`config.mk`:
```
export PLATFORM = sky130hd
export DESIGN_NAME = packet_buf_sched
export DESIGN_NICKNAME = d
export VERILOG_FILES = /design/src/rtl/pkt_buf_pkg.sv /design/src/rtl/buf_slot_fsm.sv /design/src/rtl/packet_buf_sched.sv
export SDC_FILE = /design/constraint.sdc
export NUM_CORES = 1
export LEC_CHECK = 0
export BUFFER_PORTS_ARGS = -buffer_cell sky130_fd_sc_hd__clkbuf_2
export CAP_MARGIN = 20
export CORE_MARGIN = 1
export CORE_UTILIZATION = 40
export DETAILED_ROUTE_END_ITERATION = 12
export GPL_TIMING_DRIVEN = 0
export PLACE_DENSITY = 0.74
export SLEW_MARGIN = 20
export SYNTH_ARGS = -nofsm -noshare
export SYNTH_HDL_FRONTEND = slang
export SYNTH_SLANG_ARGS = --single-unit
export TNS_END_PERCENT = 20
```
`constraint.sdc`:
```
create_clock -name clk -period 1.89 [get_ports clk]
set_input_delay 0.189 -clock clk [delete_from_list [all_inputs] [get_ports clk]]
set_output_delay 0.189 -clock clk [all_outputs]
set_load 0.005 [all_outputs]
```
`src/rtl/pkt_buf_pkg.sv`:
```
// pkt_buf_pkg: buffer-state encoding and buffer ids shared by the packet scheduler
package pkt_buf_pkg;
  typedef enum logic [1:0] {
    EMPTY   = 2'd0,
    FILLING = 2'd1,
    READY   = 2'd2,
    READING = 2'd3
  } buf_st_t;
  localparam logic BUF_PING = 1'b0;
  localparam logic BUF_PONG = 1'b1;
endpackage

```
`src/rtl/buf_slot_fsm.sv`:
```
// buf_slot_fsm: one packet buffer's ownership state and latched packet length
module buf_slot_fsm
  import pkt_buf_pkg::*;
#(
  parameter int LEN_WIDTH = 13
) (
  input  logic                 clk,
  input  logic                 rst,
  input  logic                 fill,
  input  logic                 fill_done,
  input  logic [LEN_WIDTH-1:0] fill_len,
  input  logic                 read,
  input  logic                 read_done,
  output buf_st_t              state,
  output logic [LEN_WIDTH-1:0] len
);
  buf_st_t state_n;
  // the arbiter only raises an event that is legal for the current state
  always_comb
    state_n = fill      ? FILLING :
              fill_done ? (fill_len != '0 ? READY : EMPTY) :
              read      ? READING :
              read_done ? EMPTY : state;
  always_ff @(posedge clk) begin
    if (rst) begin
      state <= EMPTY;
      len   <= '0;
    end else begin
      state <= state_n;
      if (fill_done && fill_len != '0) len <= fill_len;
    end
  end
endmodule

```
`src/rtl/packet_buf_sched.sv`:
```
// packet_buf_sched: ping-pong ownership arbiter between packet snooper and BPF CPU
module packet_buf_sched
  import pkt_buf_pkg::*;
#(
  parameter int BYTE_ADDR_WIDTH = 12,
  parameter int CNT_WIDTH       = 32
) (
  input  logic                   clk,
  input  logic                   rst,
  input  logic                   sn_req,
  output logic                   sn_grant,
  output logic                   sn_wr_sel,
  input  logic                   sn_done,
  input  logic [BYTE_ADDR_WIDTH:0] sn_len,
  input  logic                   cpu_req,
  output logic                   cpu_grant,
  output logic                   cpu_rd_sel,
  output logic [BYTE_ADDR_WIDTH:0] cpu_len,
  input  logic                   cpu_done,
  input  logic                   cpu_accept,
  output logic [3:0]             buf_state,
  output logic [CNT_WIDTH-1:0]   acc_cnt,
  output logic [CNT_WIDTH-1:0]   rej_cnt,
  output logic [CNT_WIDTH-1:0]   drop_cnt
);
  localparam int LW = BYTE_ADDR_WIDTH + 1;
  buf_st_t st [2];
  logic [LW-1:0] len [2];
  logic next_fill, rd_head;
  logic sn_ok, sn_pick, sn_fin, cpu_ok, cpu_pick, cpu_fin;
  always_comb begin
    sn_fin   = sn_done && sn_grant;
    cpu_fin  = cpu_done && cpu_grant;
    sn_ok    = sn_req && !sn_grant && (st[0] == EMPTY || st[1] == EMPTY);
    sn_pick  = st[next_fill] == EMPTY ? next_fill : ~next_fill;
    cpu_ok   = cpu_req && !cpu_grant && (st[0] == READY || st[1] == READY);
    cpu_pick = st[rd_head] == READY ? rd_head : ~rd_head;
  end
  for (genvar i = 0; i < 2; i++) begin : g_slot
    buf_slot_fsm #(.LEN_WIDTH(LW)) u_slot (
      .clk       (clk),
      .rst       (rst),
      .fill      (sn_ok && sn_pick == 1'(i)),
      .fill_done (sn_fin && sn_wr_sel == 1'(i)),
      .fill_len  (sn_len),
      .read      (cpu_ok && cpu_pick == 1'(i)),
      .read_done (cpu_fin && cpu_rd_sel == 1'(i)),
      .state     (st[i]),
      .len       (len[i])
    );
  end
  assign buf_state = {st[BUF_PONG], st[BUF_PING]};
  always_ff @(posedge clk) begin
    if (rst) begin
      sn_grant   <= 1'b0;
      sn_wr_sel  <= 1'b0;
      cpu_grant  <= 1'b0;
      cpu_rd_sel <= 1'b0;
      cpu_len    <= '0;
      next_fill  <= 1'b0;
      rd_head    <= 1'b0;
      acc_cnt    <= '0;
      rej_cnt    <= '0;
      drop_cnt   <= '0;
    end else begin
      if (sn_ok) begin
        sn_grant  <= 1'b1;
        sn_wr_sel <= sn_pick;
        next_fill <= ~next_fill;
      end else if (sn_fin) sn_grant <= 1'b0;
      if (cpu_ok) begin
        cpu_grant  <= 1'b1;
        cpu_rd_sel <= cpu_pick;
        cpu_len    <= len[cpu_pick];
      end else if (cpu_fin) cpu_grant <= 1'b0;
      // oldest-ready tracking: only a lone READY buffer becomes the read head
      if (sn_fin && sn_len != '0 && st[~sn_wr_sel] != READY) rd_head <= sn_wr_sel;
      if (sn_fin && sn_len == '0 && ~&drop_cnt) drop_cnt <= drop_cnt + CNT_WIDTH'(1);
      if (cpu_fin && cpu_accept && ~&acc_cnt) acc_cnt <= acc_cnt + CNT_WIDTH'(1);
      if (cpu_fin && !cpu_accept && ~&rej_cnt) rej_cnt <= rej_cnt + CNT_WIDTH'(1);
    end
  end
endmodule
```
-- Yosys cells after proc, flatten, opt, wreduce, memory -nomap -nowiden
Cells that the tools add are included.
- add/sub/neg operators: 3
- multiply operators: 0
- divide/modulo/power cells: 0
- magnitude comparators: 4
- equality and inequality tests: 4
- shifts and indexed selects: 0
- multiplexer cells: 27
- bitwise gates (word level): 10
- reductions and logical operators: 48
- operators by type and width (cell ; count):
    $add 32x1->32 const B ; 3
    $reduce_and 32->1 ; 3
    $mux 13 ; 3
    $mux 2 ; 16
    $logic_and 1x1->1 ; 24
    $logic_not 13->1 ; 1
    $reduce_bool 13->1 ; 1
    $ge 2x2->1 const B ; 4
    $mux 1 ; 8
    $not 1->2 ; 4
    $reduce_bool 4->1 ; 2
    $eq 2x2->1 const B ; 3
    $logic_not 1->1 ; 6
    $logic_not 2->1 ; 3
    $not 1->1 ; 6
    $reduce_bool 3->1 ; 2
    $reduce_bool 2->1 ; 2
    $reduce_or 2->1 ; 2
    $logic_or 1x1->1 ; 2
    $ne 2x2->1 const B ; 1
- register bits after elaboration: 145
- bits in latches: 0
- RAM bits: 0
- ROM bits: 0
- bits of input ports: 20
- word-level logic and storage cells: 112
- memories: 0

-- Longest topological paths before layout
- depth after elaboration: 11
- gate-level depth with buffers: 8

-- By module
From an unflattened synthesis, not the netlist that was laid out.
- cells, all modules: 846
- area, all modules: 7243.2 um^2
- modules (own cells, without submodules) (module ; instances ; cells each ; area each (um^2) ; seq. area each (um^2)):
    packet_buf_sched ; 1 ; 724 ; 6064.6 ; 2302.2
    buf_slot_fsm ; 2 ; 61 ; 589.3 ; 300.3

-- Worst setup path after synthesis
OpenSTA, ideal clock, no wires.
- kind: reg2reg
- start point: register drop_cnt[0]
- end point: register drop_cnt[15]
- library setup time: 0.123 ns
- arrival time: 1.930 ns
- required time: 1.767 ns
- path slack: -0.163 ns
- cell stages (with the launch flop): 8
- cell sequence: dfxtp_1 -> ha_1 -> and3_1 -> and4_1 -> a21o_1 -> buf_4 -> nor4_1 -> mux2_1
- longest elaborated chain between the ends: 3
- RTL lines (item ; RTL line ; text):
    start: declaration ; packet_buf_sched.sv:24 ; output logic [CNT_WIDTH-1:0] drop_cnt
    start signal: assignment ; packet_buf_sched.sv:78 ; if (sn_fin && sn_len == '0 && ~&drop_cnt) drop_cnt <= drop_cnt + CNT_WIDTH'(1);
    branches (longest 3 deep; another with $add 32x1->32) ; -- ;
Several ways; the timed one is not identified.
A chain may end at the register's enable or synchronous reset.

-- Worst setup path after layout
- start point: register acc_cnt[1]
- end point: register acc_cnt[6]
- longest elaborated chain between the ends: 3
- RTL lines (item ; RTL line ; text):
    start: declaration ; packet_buf_sched.sv:22 ; output logic [CNT_WIDTH-1:0] acc_cnt,
    start signal: assignment ; packet_buf_sched.sv:79 ; if (cpu_fin && cpu_accept && ~&acc_cnt) acc_cnt <= acc_cnt + CNT_WIDTH'(1);
    branches (longest 3 deep; another with $add 32x1->32) ; -- ;
Several ways; the timed one is not identified.

==> flow_metrics.env <==
export IMPL_status="complete, but fails checks"
export IMPL_failed_checks="setup timing"
export IMPL_grt_ovfl_total=0
export IMPL_yosysMostFrequentCell="dfxtp_1"
export IMPL_routed_via_count=7086
export IMPL_grt_pass1_wl_um=32600
export IMPL_ant_nets=0
export IMPL_synth_seq_cells=145
export IMPL_crit_arrival_ps=2400
export IMPL_start_kind="flop"
export IMPL_async_flop_share=0
export IMPL_grtUsageTotal=0.231
export IMPL_reg2reg_from="acc_cnt[1]"
export IMPL_synth_top_area_frac=0.425
export IMPL_holdPathStages=3
export IMPL_via_per_inst=5.77
export IMPL_cts_buffers=17
export IMPL_core_mm2=0.0166
export IMPL_worstReg2RegEnd="acc_cnt[6]"
export IMPL_finalNetCount=1019
export IMPL_synth_edff_count=0
export IMPL_rr_worst_depth=9
export IMPL_final_cells=1229
export IMPL_worstSetupPathType="flop to flop"
export IMPL_finalWorstSetupSlack_ps=-166
export IMPL_worstHoldEndpoint="g_slot[0].u_slot.len[10]"
export IMPL_diodes=0
export IMPL_crit_fanout=7
export IMPL_die_h_um=133
export IMPL_grt_max_degree=17
export IMPL_crit_start="acc_cnt[1]"
export IMPL_grt_pass1_vias=6406
export IMPL_die_area_mm2=0.0176
export IMPL_antenna_found_initial=0
export IMPL_avgSynthCellArea_um2=8.67
export IMPL_ys_top_cells_by_area="dfxtp_1 42%, mux2i_1 6.3%, a21oi_1 5.5%"
export IMPL_ir_worst_vdd_mv=0.636
export IMPL_synth_warnings=0
export IMPL_place_congestion=0.828
export IMPL_ctsRootBufferMaster="clkbuf_16"
export IMPL_start_util=0.411
export IMPL_ios=137
export IMPL_required_ps=2230
export IMPL_hold_path_startpoint="sn_len[10]"
export IMPL_drc_errors=0
export IMPL_insertion_delay_ps=430
export IMPL_drt_initial_drc_count=568
export IMPL_fin_skew_ps=7.61
export IMPL_cts_tree="yes"
export IMPL_dp_cells=1143
export IMPL_relSlewSlack=0.521
export IMPL_syn_num_nets=811
export IMPL_max_slew_worst_pin_slew_ps=718
export IMPL_h_tree_depth=4
export IMPL_dr_pass1_iters=5
export IMPL_drive_gt1_frac=0.376
export IMPL_maxCapViolations=0
export IMPL_hpwl_um=13500
export IMPL_fp_dieW_um=133
export IMPL_powerDensity_mw_per_mm2=750
export IMPL_area_delta_synth_final_pct=38.8
export IMPL_p_leak_uw=0.00378
export IMPL_ctsLongestPathBuffers=2
export IMPL_fmax_mhz=486
export IMPL_io_buffers=135
export IMPL_worst_r2r_setup_slack_ps=-170
export IMPL_min_path_type="input port to flop"
export IMPL_synth_cell_types=56
export IMPL_fin_total_pwr_uw=7110
export IMPL_yosys_area_top_type="dfxtp_1"
export IMPL_wire_per_inst_um=17.5
export IMPL_fin_crit_ps=2060
export IMPL_drv_slew=0
export IMPL_holdWs_ps=41.2
export IMPL_drt_total_wl_um=21500
export IMPL_netlist_instances=788
export IMPL_hold_viol_final=0
export IMPL_fin_crit_sh=1.09
export IMPL_cts_sinks=145
export IMPL_num_rows=47
export IMPL_synth_area_mm2=0.00683
export IMPL_postLayoutCoreUtil=0.570
export IMPL_end_kind="flop"
export IMPL_yosys_top_cells_count="145 x dfxtp_1, 82 x nor2_1, 75 x a21oi_1"
export IMPL_setup_viol=33
export IMPL_clk_pin_slew_ps=60
export IMPL_ys_seq_area_frac=0.425
export IMPL_rsz0062_at_grt="yes"
export IMPL_yosys_most_used_dff="dfxtp_1"
[what timing repair did]
item | 4_1_cts | 5_1_grt
hold buffers | 0 | 0
gates resized for setup | 84 | 111
gates cloned | 0 | 1
pin swaps | 26 | 40
setup buffers | 22 | 32
endpoints found under the setup margin | 100 | 112
[metal layers]
metal  share of wire  track usage  vias to the layer above
li1                -            -                     3376
met1            0.44        0.296                     3445
met2            0.48        0.373                      224
met3           0.052       0.0571                       41
met4           0.019       0.0868                        0
met5               0            0                        -
[sequential cells by signal (all words and copies together) (netlist names)]
name,cells
rd_head,1
cpu_rd_sel,1
next_fill,1
rej_cnt,32
g_slot.u_slot.len,26
drop_cnt,32
acc_cnt,32
cpu_grant,1
sn_grant,1
sn_wr_sel,1
g_slot.u_slot.state,4
cpu_len,13
[cell families after synthesis]
logic type               after synthesis  synth area share
flip-flops                           145             0.425
buffers and inverters                 55            0.0348
AO/OA/AOI/OAI                        182             0.158
AND/OR/NAND/NOR                      339             0.283
multiplexers                          51            0.0773
XOR/XNOR                              13            0.0167
adder cells (fa/ha/maj)                3           0.00549
[power by group]
part           internal [µW]  total [µW]  switching (µW)
sequential              3080        3120            43.0
clock                   2260        3640            1390
combinational            132         344             212
total                   5460        7110            1640
[cell type report]
| class | count | area [µm²] |
|---|---|---|
| inverters | 15 | 56.3 |
| clock inverters | 12 | 181 |
| well taps | 220 | 275 |
| fillers | 1444 | 7160 |
| repair buffers | 189 | 1120 |
| plain buffers | 39 | 265 |
| clock buffers | 20 | 447 |
| flip-flops and latches | 145 | 3040 |
| multi-input cells | 589 | 4100 |
[worst max-delay path by stage]
stage	endpoint	slack [ps]	cells past startpoint
after floorplan	rej_cnt[1]	-10	6
after global placement	rej_cnt[2]	-480	6
after detailed placement	rej_cnt[1]	-490	6
after CTS	acc_cnt[1]	-130	7
after global routing	acc_cnt[6]	-240	8
final	acc_cnt[6]	-170	9
[worst max-delay path, stage by stage, from the launching register on]
cell and delay [ps]:
dfxtp_4 390, ha_4 150, and2_4 160, nand4_1 240
o31ai_4 360, buf_6 180, buf_8 130, buf_12 120
o21ai_1 80, a21oi_1 160
[through the flow]
| stage | setup slack, ps | TNS, ps | cell area, µm² |
|---|---|---|---|
| floorplan | -13.2 | -44.9 | 6880 |
| global route | -236 | -5030 | 9480 |
| detailed placement | -488 | -36730 | 7830 |
| finish | -166 | -1660 | 9480 |
| global placement | -477 | -34070 | 7830 |
| CTS | -126 | -2520 | 8910 |
[cell usage in the layout (no fill, tap or decap), drive strengths merged, types with 7 or more instances in the layout]
master | netlist | layout
buf | 14 | 70
nor3 | 9 | 9
nor4 | 13 | 13
inv | 15 | 17
mux2 | 8 | 8
a21oi | 75 | 75
nand3 | 36 | 36
a211oi | 18 | 18
xor2 | 7 | 7
and3 | 10 | 10
clkbuf | 26 | 178
or4 | 31 | 31
and4 | 16 | 16
dfxtp | 145 | 145
nor2b | 12 | 12
nand2 | 34 | 34
nand4 | 34 | 34
mux2i | 43 | 43
o21ai | 45 | 45
nor2 | 82 | 82
o31ai | 32 | 32
or3 | 41 | 41
Note: power is estimated with default switching activity, not from simulation.
